### src/rtl/load_store_unit_if.sv
// Core/memory-facing signal bundle of the load/store unit.
// The unit connects through the slave view; the core and memory side use the master view.
interface load_store_unit_if;
  logic        req_valid;
  logic        req_ready;
  logic        req_we;
  logic [2:0]  req_funct3;
  logic [31:0] req_addr;
  logic [31:0] req_wdata;
  logic        rsp_valid;
  logic        rsp_ready;
  logic [31:0] rsp_rdata;
  logic        rsp_err;
  logic [31:0] mem_addr;
  logic [3:0]  mem_wmask;
  logic [31:0] mem_wdata;
  logic        mem_cen;
  logic [31:0] mem_data;

  modport slave (
    input  req_valid, req_we, req_funct3, req_addr, req_wdata, rsp_ready, mem_data,
    output req_ready, rsp_valid, rsp_rdata, rsp_err, mem_addr, mem_wmask, mem_wdata, mem_cen
  );

  modport master (
    output req_valid, req_we, req_funct3, req_addr, req_wdata, rsp_ready, mem_data,
    input  req_ready, rsp_valid, rsp_rdata, rsp_err, mem_addr, mem_wmask, mem_wdata, mem_cen
  );
endinterface

### src/rtl/load_store_unit.sv
// RV32I load/store unit: issues one access to a synchronous data memory and
// returns a formatted, held response (IDLE -> ACCESS -> RESP, errors skip ACCESS).
module load_store_unit #(
  parameter int DMEM_AW = 16
) (
  input  logic               clk,
  input  logic               reset,
  load_store_unit_if.slave   bus
);

  typedef enum logic [1:0] {IDLE, ACCESS, RESP} state_t;

  state_t      state_reg, state_next;
  logic [1:0]  off_reg, off_next;
  logic [2:0]  funct3_reg, funct3_next;
  logic        we_reg, we_next;
  logic [31:0] rdata_reg, rdata_next;
  logic        err_reg, err_next;

  logic        out_of_range;
  logic        illegal_f3;
  logic        misaligned;
  logic        req_err;
  logic        accept;
  logic [31:0] sb_data, sh_data;
  logic [7:0]  lane [4];
  logic [7:0]  byte_sel;
  logic [15:0] half_sel;
  logic [31:0] load_fmt;

  generate
    if (DMEM_AW < 32) begin : g_range
      assign out_of_range = |bus.req_addr[31:DMEM_AW];
    end else begin : g_full
      assign out_of_range = 1'b0;
    end
  endgenerate

  // Store lane replication and read-lane split.
  genvar gi;
  generate
    for (gi = 0; gi < 4; gi++) begin : g_byte_lane
      assign sb_data[8*gi +: 8] = bus.req_wdata[7:0];
      assign lane[gi]           = bus.mem_data[8*gi +: 8];
    end
    for (gi = 0; gi < 2; gi++) begin : g_half_lane
      assign sh_data[16*gi +: 16] = bus.req_wdata[15:0];
    end
  endgenerate

  assign illegal_f3 = bus.req_we ? (bus.req_funct3 > 3'b010)
                                 : ((bus.req_funct3 == 3'b011) || (bus.req_funct3[2:1] == 2'b11));
  assign misaligned = ((bus.req_funct3[1:0] == 2'b01) && bus.req_addr[0])
                    || ((bus.req_funct3[1:0] == 2'b10) && (bus.req_addr[1:0] != 2'b00));
  assign req_err    = illegal_f3 | misaligned | out_of_range;
  // Nothing is issued while reset is held, so memory never sees a stray enable.
  assign accept     = (state_reg == IDLE) && bus.req_valid && !reset;

  assign byte_sel = lane[off_reg];
  assign half_sel = off_reg[1] ? bus.mem_data[31:16] : bus.mem_data[15:0];

  always_comb begin
    load_fmt = bus.mem_data;
    case (funct3_reg)
      3'b000:  load_fmt = {{24{byte_sel[7]}}, byte_sel};
      3'b100:  load_fmt = {24'd0, byte_sel};
      3'b001:  load_fmt = {{16{half_sel[15]}}, half_sel};
      3'b101:  load_fmt = {16'd0, half_sel};
      default: load_fmt = bus.mem_data;
    endcase
  end

  always_comb begin
    state_next    = state_reg;
    off_next      = off_reg;
    funct3_next   = funct3_reg;
    we_next       = we_reg;
    rdata_next    = rdata_reg;
    err_next      = err_reg;
    bus.req_ready = (state_reg == IDLE);
    bus.rsp_valid = (state_reg == RESP);
    bus.rsp_rdata = rdata_reg;
    bus.rsp_err   = err_reg;
    bus.mem_cen   = 1'b0;
    bus.mem_addr  = 32'd0;
    bus.mem_wmask = 4'b0000;
    bus.mem_wdata = 32'd0;

    case (state_reg)
      IDLE: begin
        if (accept) begin
          off_next    = bus.req_addr[1:0];
          funct3_next = bus.req_funct3;
          we_next     = bus.req_we;
          if (req_err) begin
            state_next = RESP;
            err_next   = 1'b1;
            rdata_next = 32'd0;
          end else begin
            state_next   = ACCESS;
            bus.mem_cen  = 1'b1;
            bus.mem_addr = {bus.req_addr[31:2], 2'b00};
            if (bus.req_we) begin
              case (bus.req_funct3[1:0])
                2'b00: begin
                  bus.mem_wmask = 4'b0001 << bus.req_addr[1:0];
                  bus.mem_wdata = sb_data;
                end
                2'b01: begin
                  bus.mem_wmask = 4'b0011 << {bus.req_addr[1], 1'b0};
                  bus.mem_wdata = sh_data;
                end
                default: begin
                  bus.mem_wmask = 4'b1111;
                  bus.mem_wdata = bus.req_wdata;
                end
              endcase
            end
          end
        end
      end
      ACCESS: begin
        state_next = RESP;
        err_next   = 1'b0;
        rdata_next = we_reg ? 32'd0 : load_fmt;
      end
      RESP: begin
        if (bus.rsp_ready) begin
          state_next = IDLE;
          rdata_next = 32'd0;
          err_next   = 1'b0;
        end
      end
      default: state_next = IDLE;
    endcase
  end

  always_ff @(posedge clk or posedge reset) begin
    if (reset) begin
      state_reg  <= IDLE;
      off_reg    <= 2'd0;
      funct3_reg <= 3'd0;
      we_reg     <= 1'b0;
      rdata_reg  <= 32'd0;
      err_reg    <= 1'b0;
    end else begin
      state_reg  <= state_next;
      off_reg    <= off_next;
      funct3_reg <= funct3_next;
      we_reg     <= we_next;
      rdata_reg  <= rdata_next;
      err_reg    <= err_next;
    end
  end

endmodule

### src/flat_wrapper.sv
// flat-port wrapper written by rule: the top's interface ports become plain ports
module load_store_unit_flat 
#(
  parameter int DMEM_AW = 16
)
  (clk, reset, bus_req_valid, bus_req_we, bus_req_funct3, bus_req_addr, bus_req_wdata, bus_rsp_ready, bus_mem_data, bus_req_ready, bus_rsp_valid, bus_rsp_rdata, bus_rsp_err, bus_mem_addr, bus_mem_wmask, bus_mem_wdata, bus_mem_cen);
  load_store_unit_if bus_i ();
  input  logic clk;
  input  logic reset;
  input wire logic [$bits(bus_i.req_valid)-1:0] bus_req_valid;
  input wire logic [$bits(bus_i.req_we)-1:0] bus_req_we;
  input wire logic [$bits(bus_i.req_funct3)-1:0] bus_req_funct3;
  input wire logic [$bits(bus_i.req_addr)-1:0] bus_req_addr;
  input wire logic [$bits(bus_i.req_wdata)-1:0] bus_req_wdata;
  input wire logic [$bits(bus_i.rsp_ready)-1:0] bus_rsp_ready;
  input wire logic [$bits(bus_i.mem_data)-1:0] bus_mem_data;
  output wire logic [$bits(bus_i.req_ready)-1:0] bus_req_ready;
  output wire logic [$bits(bus_i.rsp_valid)-1:0] bus_rsp_valid;
  output wire logic [$bits(bus_i.rsp_rdata)-1:0] bus_rsp_rdata;
  output wire logic [$bits(bus_i.rsp_err)-1:0] bus_rsp_err;
  output wire logic [$bits(bus_i.mem_addr)-1:0] bus_mem_addr;
  output wire logic [$bits(bus_i.mem_wmask)-1:0] bus_mem_wmask;
  output wire logic [$bits(bus_i.mem_wdata)-1:0] bus_mem_wdata;
  output wire logic [$bits(bus_i.mem_cen)-1:0] bus_mem_cen;
  assign bus_i.req_valid = bus_req_valid;
  assign bus_i.req_we = bus_req_we;
  assign bus_i.req_funct3 = bus_req_funct3;
  assign bus_i.req_addr = bus_req_addr;
  assign bus_i.req_wdata = bus_req_wdata;
  assign bus_i.rsp_ready = bus_rsp_ready;
  assign bus_i.mem_data = bus_mem_data;
  assign bus_req_ready = bus_i.req_ready;
  assign bus_rsp_valid = bus_i.rsp_valid;
  assign bus_rsp_rdata = bus_i.rsp_rdata;
  assign bus_rsp_err = bus_i.rsp_err;
  assign bus_mem_addr = bus_i.mem_addr;
  assign bus_mem_wmask = bus_i.mem_wmask;
  assign bus_mem_wdata = bus_i.mem_wdata;
  assign bus_mem_cen = bus_i.mem_cen;
  load_store_unit #(.DMEM_AW(DMEM_AW)) u_core (.clk(clk), .reset(reset), .bus(bus_i));
endmodule
### config.mk
export PLATFORM = sky130hd
export DESIGN_NAME = load_store_unit_flat
export DESIGN_NICKNAME = d
export VERILOG_FILES = /design/src/rtl/load_store_unit_if.sv /design/src/rtl/load_store_unit.sv /design/src/flat_wrapper.sv
export SDC_FILE = /design/constraint.sdc
export NUM_CORES = 1
export LEC_CHECK = 0
export BUFFER_PORTS_ARGS = -buffer_cell sky130_fd_sc_hd__buf_2
export CAP_MARGIN = 20
export CORE_ASPECT_RATIO = 1.1
export CORE_MARGIN = 4
export CORE_UTILIZATION = 35
export CTS_CLUSTER_DIAMETER = 120
export DETAILED_ROUTE_END_ITERATION = 10
export HOLD_SLACK_MARGIN = 0.1
export PLACE_DENSITY = 0.7
export SETUP_SLACK_MARGIN = 0.4
export SLEW_MARGIN = 10
export SYNTH_ARGS = -nofsm -noshare
export SYNTH_HDL_FRONTEND = slang
export SYNTH_SLANG_ARGS = --single-unit
### constraint.sdc
create_clock -name clk -period 3.7 [get_ports clk]
set_input_delay 0 -clock clk [delete_from_list [all_inputs] [get_ports clk]]
set_output_delay 0 -clock clk [all_outputs]
set_load 0.005 [all_outputs]
==> results of run 1 <==
repair_timing:
item                      4_1_cts  5_1_grt
hold endpoints to repair       66        0
buffers inserted                0        0
hold buffers                   26        0
worst max-delay path, delay by kind of cell:
kind / cells / cell delay, ns
buffers and inverters: 6 / 1.50
AND/OR/NAND/NOR: 3 / 1.15
cells in the final DEF, fill, tap and decap left out, types with 14 or more instances in the layout:
cell	n
dfrtp_1	41
inv_1	25
o31ai_1	19
dlygate4sd3_1	26
and2_1	14
conb_1	18
nand2_1	61
o21ai_0	34
a21oi_1	21
buf_2	189
mux2i_1	23
nor2_1	57
logic make-up (layout without fill, tap and decap cells):
family	Yosys count	after routing	synth area share (%)
and+or+nand+nor	158	158	21.4
other	1	21	0.116
AOI/OAI and AO/OA	117	117	23.9
buffers and inverters	77	253	12.3
adders and majority gates	4	4	1.55
muxes	27	27	8.90
DFF	41	41	31.9
cells in the mapped netlist (all sizes together) (2+ instances only):
library cell	number
nand2	61
nor2	57
o21ai	42
dfrtp	41
buf	33
a21oi	25
inv	25
mux2i	23
o31ai	19
clkbuf	18
and2	14
a22o	7
a221o	6
a32oi	6
o221ai	6
nand2b	5
nor4	5
ha	4
nor2b	4
mux2	3
nor3	3
or3	3
nand3	2
o2111ai	2
metal layers:
layer | vias up | wire [um]
met4 | 4 | 167
met5 | - | 21
met2 | 183 | 5640
met1 | 1683 | 4690
li1 | 1822 | -
met3 | 19 | 1060
where the power goes:
group / switching [mW] / internal (mW) / leakage (nW) / total [mW]
registers: 0.133 / 0.489 / 0.559 / 0.623
logic: 0.475 / 0.298 / 1.82 / 0.773
clock network: 0.169 / 0.130 / 0.0439 / 0.299
total: 0.777 / 0.918 / 2.43 / 1.70
how the worst max path moves through the flow:
stage,start,end,slack [ns],depth (start not counted)
final,reset,bus_mem_wdata[28],1.03,9
after floorplan,reset,bus_mem_wdata[16],1.84,6
after CTS,reset,bus_mem_wdata[8],0.75,8
after global placement,u_core.funct3_reg[1],u_core.bus.rsp_rdata[14],1.17,4
after global routing,reset,bus_mem_addr[9],0.78,8
after detailed placement,u_core.funct3_reg[1],u_core.bus.rsp_rdata[14],1.11,4
final cells by class:
type / count / area (um^2) / area share [%]
multi-input combinational: 324 / 1880 / 41.8
timing repair buffer: 219 / 1260 / 28.0
sequential: 41 / 1030 / 22.8
tap: 114 / 143 / 3.17
inverter: 26 / 97.6 / 2.17
clock buffer: 5 / 68.8 / 1.53
clock inverter: 3 / 17.5 / 0.389
antenna: 3 / 7.51 / 0.167
==> flow_metrics.env, run 1 <==
export IMPL_status="completed"
export IMPL_worst_ep_arrival_time_ns=2.67
export IMPL_ys_warn_count=0
export IMPL_async_flop_share_pct=100
export IMPL_postRouteAntennaNets=0
export IMPL_post_place_cells=697
export IMPL_worstMarginPinSlew_ns=0.772
export IMPL_grt_overflow=0
export IMPL_num_vias=3711
export IMPL_synthesis_area_um2=3220
export IMPL_routedWlPerCell_um=15.8
export IMPL_nFillCells=892
export IMPL_ys_seq_area_share_pct=31.9
export IMPL_fin_setup_tns_ns=0
export IMPL_regToRegSetupSlack_ns=1.07
export IMPL_clock_skew_ns=0.00378
export IMPL_htreeDepth=2
export IMPL_power_density_nw_per_um2=377
export IMPL_grtUsageMet2_pct=35.4
export IMPL_clkSinkCount=41
export IMPL_ctsLongestPathBuffers=2
export IMPL_critical_path_max_stage_delay_ns=0.60
export IMPL_power_mw=1.70
export IMPL_fmax_ghz=0.375
export IMPL_grtUsageTotal_pct=20.5
export IMPL_drive_gt1_share_pct=34.0
export IMPL_regToRegStartpoint="u_core.funct3_reg[1]"
export IMPL_synth_cells=425
export IMPL_die_y_um=109
export IMPL_vias_per_cell=5.05
export IMPL_antenna_found_initial=2
export IMPL_drv_slew=0
export IMPL_synth_edf_count=0
export IMPL_cts_buffers=5
export IMPL_min_period_ns=2.67
export IMPL_yosysUniqueCellTypes=40
export IMPL_cpMaxStageDelayCell="or3_1"
export IMPL_maxCapViolations=0
export IMPL_fin_hold_ws_ns=0.107
export IMPL_crit_path_cell_trace="dlygate4sd3_1 -> buf_2 -> inv_1 -> buf_4 -> nand3_1 -> or3_1 -> buf_16 -> nor2_1 -> buf_2"
export IMPL_drc=0
export IMPL_yosys_area_top_type_share_pct=31.9
export IMPL_crit_fanout=42
export IMPL_largest_register_ffs=32
export IMPL_hold_viol=0
export IMPL_cts_root_buf="clkbuf_8"
export IMPL_dpl_instance_area_um2=4120
export IMPL_nets=725
export IMPL_gp_congestion=0.934
export IMPL_synthTopCellsByArea="dfrtp_1, mux2i_1, nand2_1, nor2_1, o21ai_0"
export IMPL_ys_flop_type="dfrtp_1"
export IMPL_final_util_pct=50.4
export IMPL_cp_required_ns=3.70
export IMPL_hold_class="in -> reg"
export IMPL_min_from="bus_mem_data[11]"
export IMPL_portBuffers=189
export IMPL_r2r_end="u_core.bus.rsp_rdata[14]"
export IMPL_grt_pass1_wl_um=17700
export IMPL_period_share_pct=72.1
export IMPL_ir_drop_uv=165
export IMPL_reg2regPathDepth=4
export IMPL_stdcell_count=735
export IMPL_avgSynthCellArea_um2=7.57
export IMPL_power_leakage_nw=2.43
export IMPL_synth_seq_cells=41
export IMPL_cts_tree="yes"
export IMPL_cts_resized=0
export IMPL_areaGrowthSynthToFinish_pct=39.8
export IMPL_fin_area_um2=4500
export IMPL_die_area_um2=10800
export IMPL_relSlewSlack_pct=48.2
export IMPL_drt_initial_drc_count=163
export IMPL_grt_pass1_vias=3557
export IMPL_setup_viol=0
export IMPL_rows=36
export IMPL_grt_max_degree=56
export IMPL_busiest_layer="met2"
export IMPL_yosysTopAreaCell="dfrtp_1"
export IMPL_gr_usage_met1_pct=25.8
export IMPL_clkSlewWorstSetupHoldPaths_ns=0.08
export IMPL_coreArea_um2=8920
export IMPL_ioPinCount=208
export IMPL_worstSetupEndpointType="output port"
export IMPL_start_kind="input port"
export IMPL_initial_core_util_pct=36.1
export IMPL_cpMostUsedCell="buf_2"
export IMPL_timing_final_ws_setup_ns=1.03
export IMPL_criticalPathCategory="in -> out"
export IMPL_pre_cts_ws_ns=1.11
export IMPL_hold_path_depth=4
export IMPL_die_width_um=99.4
export IMPL_hold_path_end="u_core.bus.rsp_rdata[11]"
export IMPL_grtUsageMet3_pct=4.71
export IMPL_insertion_delay_ns=0.30
export IMPL_post_dp_hpwl_um=9010
export IMPL_finalWirelength_um=11600
export IMPL_first_pass_iters=4
export IMPL_rsz0062_at_grt="no"
Note: power is estimated with default switching activity, not from simulation.
==> inputs of run 2 (changes only) <==
==> constraint.sdc (replaced) <==
create_clock -name clk -period 2.8 [get_ports clk]
set_input_delay 0 -clock clk [delete_from_list [all_inputs] [get_ports clk]]
set_output_delay 0 -clock clk [all_outputs]
set_load 0.005 [all_outputs]
==> run 2 against run 1 <==
Effect of this change: die area did not move; first-iteration DRC count grew 4.9%; via count increased by 1.0%; critical path depth down 1; clock-buffer cell count grew 1; register-to-register slack worse by 0.50 ns; hold slack gained 0.0047 ns; clock skew grew 0.0042 ns; non-clock buffer count is 4 higher; total power grew 41%; critical endpoint is now bus_mem_wmask[1]; combinational power rose by 38%; clock power increased by 68%.
==> flow_metrics.env, run 2 (synthesis results as in run 1) <==
export IMPL_finalWirelength_um=11800
export IMPL_gp_congestion=0.932
export IMPL_grt_pass1_wl_um=17300
export IMPL_relSlewSlack_pct=47.9
export IMPL_grtUsageTotal_pct=19.9
export IMPL_stdcell_count=738
export IMPL_cp_required_ns=2.80
export IMPL_final_util_pct=51.3
export IMPL_post_place_cells=701
export IMPL_routedWlPerCell_um=16.0
export IMPL_cts_tree="yes"
export IMPL_nFillCells=876
export IMPL_seqCellArea_um2=1030
export IMPL_drive_gt1_share_pct=35.0
export IMPL_crit_fanout=36
export IMPL_start_kind="input port"
export IMPL_die_area_um2=10800
export IMPL_htreeDepth=2
export IMPL_post_dp_hpwl_um=9080
export IMPL_period_share_pct=83.1
export IMPL_worst_ep_arrival_time_ns=2.33
export IMPL_antenna_found_initial=2
export IMPL_dpl_instance_area_um2=4140
export IMPL_ioPinCount=208
export IMPL_initial_core_util_pct=36.1
export IMPL_worstMarginPinSlew_ns=0.780
export IMPL_hold_class="in -> reg"
export IMPL_clock_skew_ns=0.00801
export IMPL_power_leakage_nw=2.45
export IMPL_pre_cts_ws_ns=0.393
export IMPL_power_density_nw_per_um2=523
export IMPL_ir_drop_uv=222
export IMPL_die_width_um=99.4
export IMPL_drv_slew=0
export IMPL_maxCapViolations=0
export IMPL_postRouteAntennaNets=0
export IMPL_fmax_ghz=0.430
export IMPL_coreArea_um2=8920
export IMPL_cts_root_buf="clkbuf_8"
export IMPL_layout_common_cells="buf_2, nand2_1, nor2_1"
export IMPL_hold_viol=0
export IMPL_setup_viol=0
export IMPL_status="completed"
export IMPL_areaGrowthSynthToFinish_pct=42.1
export IMPL_clkSinkCount=41
export IMPL_insertion_delay_ns=0.30
export IMPL_drc=0
export IMPL_multi_input_area_um2=1910
export IMPL_final_common_cell="buf_2"
export IMPL_largest_register_ffs=32
export IMPL_grt_max_degree=47
export IMPL_cts_buffers=5
export IMPL_ctsLongestPathBuffers=2
export IMPL_die_y_um=109
export IMPL_cts_setup_buffers=0
export IMPL_portBuffers=189
export IMPL_rows=36
export IMPL_drt_initial_drc_count=171
export IMPL_fin_area_um2=4570
export IMPL_nets=730
export IMPL_timing_final_ws_setup_ns=0.472
export IMPL_criticalPathCategory="in -> out"
export IMPL_grt_pass1_vias=3554
export IMPL_rsz0062_at_grt="yes"
export IMPL_first_pass_iters=5
export IMPL_grt_overflow=0
export IMPL_fin_setup_tns_ns=0
export IMPL_clkSlewWorstSetupHoldPaths_ns=0.08
export IMPL_min_period_ns=2.33
export IMPL_num_vias=3748
export IMPL_vias_per_cell=5.08
export IMPL_worstSetupEndpointType="output port"
[run 2: path summary, 6_finish.rpt]
check	slack, ns	to	startpoint	cells past startpoint
max in group asynchronous	2.02	u_core.bus.rsp_rdata[0]	reset	4
worst min-delay path	0.11	u_core.bus.rsp_rdata[9]	bus_mem_data[9]	4
worst min register to register	0.48	u_core.bus.rsp_rdata[26]	u_core.bus.rsp_rdata[26]	2
worst max register to register	0.57	u_core.bus.rsp_rdata[19]	u_core.state_reg[0]	7
min in group asynchronous	0.39	u_core.state_reg[1]	reset	4
worst max-delay path	0.47	bus_mem_wmask[1]	bus_req_funct3[2]	8
[run 2: repair_timing]
item	in CTS	in global routing
setup endpoints to repair	36	39
gates cloned	0	1
gates resized for setup	2	4
hold buffers	27	0
pin swaps	0	1
endpoints found under the hold margin	67	0
[run 2: per-layer routing]
layer  GRT usage, %  up-vias  routed length, um  part of all wire, %
li1               -     1831                  -                    -
met1           24.2     1688               4580                   39
met2           35.3      209               5840                   49
met3           4.97       16               1200                   10
met4           4.88        4                165                  1.4
met5              0        -                 27                 0.23
[run 2: worst max-delay path, cell delays in order]
cell	delay, ns
dlygate4sd3_1	0.53
buf_2	0.13
o21ai_0	0.09
o2111ai_2	0.29
or2_1	0.38
or3_4	0.56
a21oi_1	0.20
buf_2	0.14
[run 2: final cells by class]
class	instances	area share, %
Multi-Input combinational cell	325	41.8
Timing Repair Buffer	223	27.8
Sequential cell	41	22.4
Tap cell	114	3.12
Inverter	26	2.13
Clock buffer	6	1.81
Clock inverter	2	0.821
Antenna cell	1	0.0547
[run 2: metrics by stage]
stage | hold WS [ns] | power, mW
CTS | 0.107 | 2.35
global route | 0.137 | 2.55
finish | 0.112 | 2.39
global placement | 0.192 | 1.78
detailed placement | 0.203 | 1.81
floorplan | 0.0707 | 1.54
[run 2: report_power, final]
part / leakage (nW) / switching, mW / total, mW / internal (mW)
Clock: 0.0574 / 0.213 / 0.503 / 0.290
Sequential: 0.559 / 0.177 / 0.824 / 0.647
Combinational: 1.84 / 0.647 / 1.07 / 0.421
Total: 2.45 / 1.04 / 2.39 / 1.36
==> inputs of run 3 (changes only) <==
--- a/config.mk
+++ b/config.mk
@@ -13,7 +13,7 @@
 export CTS_CLUSTER_DIAMETER = 120
 export DETAILED_ROUTE_END_ITERATION = 10
 export HOLD_SLACK_MARGIN = 0.1
-export PLACE_DENSITY = 0.7
+export PLACE_DENSITY = 0.73
 export SETUP_SLACK_MARGIN = 0.4
 export SLEW_MARGIN = 10
 export SYNTH_ARGS = -nofsm -noshare
==> constraint.sdc (replaced) <==
create_clock -name clk -period 1.9 [get_ports clk]
set_input_delay 0 -clock clk [delete_from_list [all_inputs] [get_ports clk]]
set_output_delay 0 -clock clk [all_outputs]
set_load 0.005 [all_outputs]
==> run 3 against run 2 <==
Effect of this change: core utilization increased by 11 points; global-route usage increased by 4.2 points; register-to-register slack got worse by 0.51 ns; clock power increased by 28%; clock skew decreased by 0.0024 ns; cell area increased by 22%; setup slack got worse by 0.41 ns; clock-buffer cell count increased by 1; first-iteration DRC count increased by 30%; combinational power increased to 2.8 times the previous value; via count increased by 12%; critical path type is now reg -> reg; largest cell class unchanged; highest routed layer unchanged.
==> flow_metrics.env, run 3 (synthesis results as in run 1) <==
export IMPL_status="completed"
export IMPL_power_mw=4.71
export IMPL_grtUsageMet3_pct=4.32
export IMPL_areaGrowthSynthToFinish_pct=72.8
export IMPL_hold_viol=0
export IMPL_maxCapViolations=0
export IMPL_grt_pass1_wl_um=20900
export IMPL_drv_slew=0
export IMPL_hold_path_end="u_core.bus.rsp_rdata[5]"
export IMPL_ir_drop_uv=644
export IMPL_grtUsageTotal_pct=24.1
export IMPL_dpl_instance_area_um2=4330
export IMPL_nFillCells=741
export IMPL_drc=0
export IMPL_finalWirelength_um=14700
export IMPL_gp_congestion=0.999
export IMPL_fmax_ghz=0.543
export IMPL_num_vias=4203
export IMPL_die_area_um2=10800
export IMPL_regToRegStartpoint="u_core.state_reg[1]"
export IMPL_layout_common_cells="buf_2, nor2_1, nand2_1"
export IMPL_post_place_cells=712
export IMPL_portBuffers=189
export IMPL_die_width_um=99.4
export IMPL_grt_overflow=0
export IMPL_post_dp_hpwl_um=9690
export IMPL_initial_core_util_pct=36.1
export IMPL_r2r_end="u_core.bus.rsp_rdata[21]"
export IMPL_cts_buffers=5
export IMPL_final_util_pct=62.4
export IMPL_drive_gt1_share_pct=49.0
export IMPL_final_common_cell="buf_2"
export IMPL_regToRegSetupSlack_ns=0.06
export IMPL_relSlewSlack_pct=63.3
export IMPL_nets=764
export IMPL_coreArea_um2=8920
export IMPL_crit_fanout=8
export IMPL_rsz0062_at_grt="yes"
export IMPL_reg2regPathDepth=9
export IMPL_first_pass_iters=5
export IMPL_antenna_found_initial=1
export IMPL_stdcell_count=772
export IMPL_start_kind="register"
export IMPL_grt_max_degree=42
export IMPL_power_density_nw_per_um2=846
export IMPL_gr_usage_met1_pct=27.6
export IMPL_drt_initial_drc_count=222
export IMPL_worstMarginPinSlew_ns=0.548
export IMPL_grtUsageMet2_pct=45.8
export IMPL_htreeDepth=2
export IMPL_fin_area_um2=5560
export IMPL_busiest_layer="met2"
export IMPL_min_from="bus_mem_data[5]"
export IMPL_cts_tree="yes"
export IMPL_clock_skew_ns=0.00563
export IMPL_postRouteAntennaNets=0
export IMPL_criticalPathCategory="reg -> reg"
export IMPL_cts_root_buf="clkbuf_8"
export IMPL_ctsLongestPathBuffers=2
export IMPL_setup_viol=0
export IMPL_hold_path_depth=3
export IMPL_worst_ep_arrival_time_ns=2.03
export IMPL_cp_required_ns=2.09
export IMPL_routedWlPerCell_um=19.1
export IMPL_min_period_ns=1.84
export IMPL_period_share_pct=96.9
export IMPL_clkSinkCount=41
export IMPL_grt_pass1_vias=4178
export IMPL_hold_class="in -> reg"
export IMPL_die_y_um=109
export IMPL_fin_hold_ws_ns=0.105
export IMPL_power_leakage_nw=2.84
export IMPL_insertion_delay_ns=0.30
export IMPL_vias_per_cell=5.44
export IMPL_clkSlewWorstSetupHoldPaths_ns=0.08
export IMPL_ioPinCount=208
export IMPL_rows=36
export IMPL_worstSetupEndpointType="register"
export IMPL_largest_register_ffs=32
==> run 3: area by class of cell <==
cell class	instances	area, um^2	area share (%)
Timing Repair Buffer	257	1860	33.5
Inverter	26	105	1.89
Multi-Input combinational cell	324	2320	41.6
Tap cell	114	143	2.56
Antenna cell	1	2.50	0.0450
Clock inverter	1	5.00	0.0899
Timing Repair inverter	1	5.00	0.0899
Clock buffer	7	96.3	1.73
Sequential cell	41	1030	18.5
==> run 3: worst max path at each step <==
| stage | from | end | slack [ns] |
|---|---|---|---|
| 2_1_floorplan | u_core.off_reg[1] | u_core.bus.rsp_rdata[14] | 0.14 |
| 3_3_place_gp | bus_req_addr[19] | bus_mem_wdata[8] | 0.07 |
| 3_5_place_dp | u_core.off_reg[1] | u_core.bus.rsp_rdata[2] | 0.07 |
| 4_1_cts | u_core.state_reg[0] | bus_mem_wdata[9] | 0.02 |
| 5_1_grt | u_core.state_reg[1] | u_core.bus.rsp_rdata[21] | -0.009 |
| 6_report | u_core.state_reg[1] | u_core.bus.rsp_rdata[21] | 0.06 |
==> run 3: worst max-delay path, cell delays in order, from the launching register on <==
cell,delay (ns)
dfrtp_2,0.41
buf_4,0.15
ha_4,0.15
nor2b_4,0.14
a21oi_4,0.14
o311ai_4,0.14
buf_12,0.18
bufbuf_16,0.28
nand2_1,0.07
o31ai_1,0.06
==> run 3: report_power, final <==
| group | leakage (nW) | internal (mW) | switching (mW) |
|---|---|---|---|
| Clock | 0.0542 | 0.329 | 0.314 |
| Sequential | 0.558 | 0.959 | 0.0839 |
| Combinational | 2.23 | 1.34 | 1.69 |
| Total | 2.84 | 2.63 | 2.08 |
==> run 3: metal layers <==
metal	vias up	wire length (um)
met4	2	567
met1	1959	5180
met3	53	1400
met2	293	7580
met5	-	13
li1	1896	-
==> run 3: repair_timing <==
action	in CTS	in global routing
buffers inserted	9	5
pin swaps	5	12
endpoints found under the hold margin	65	0
cloned	6	6
hold buffers	25	0
resized for setup	47	66
endpoints found under the setup margin	84	87
==> run 3: through the flow <==
stage | setup TNS [ns] | setup slack (ns)
3_5_place_dp | 0 | 0.0675
4_1_cts | 0 | 0.0220
2_1_floorplan | 0 | 0.139
5_1_grt | -0.0104 | -0.00907
3_3_place_gp | 0 | 0.0671
6_report | 0 | 0.0582
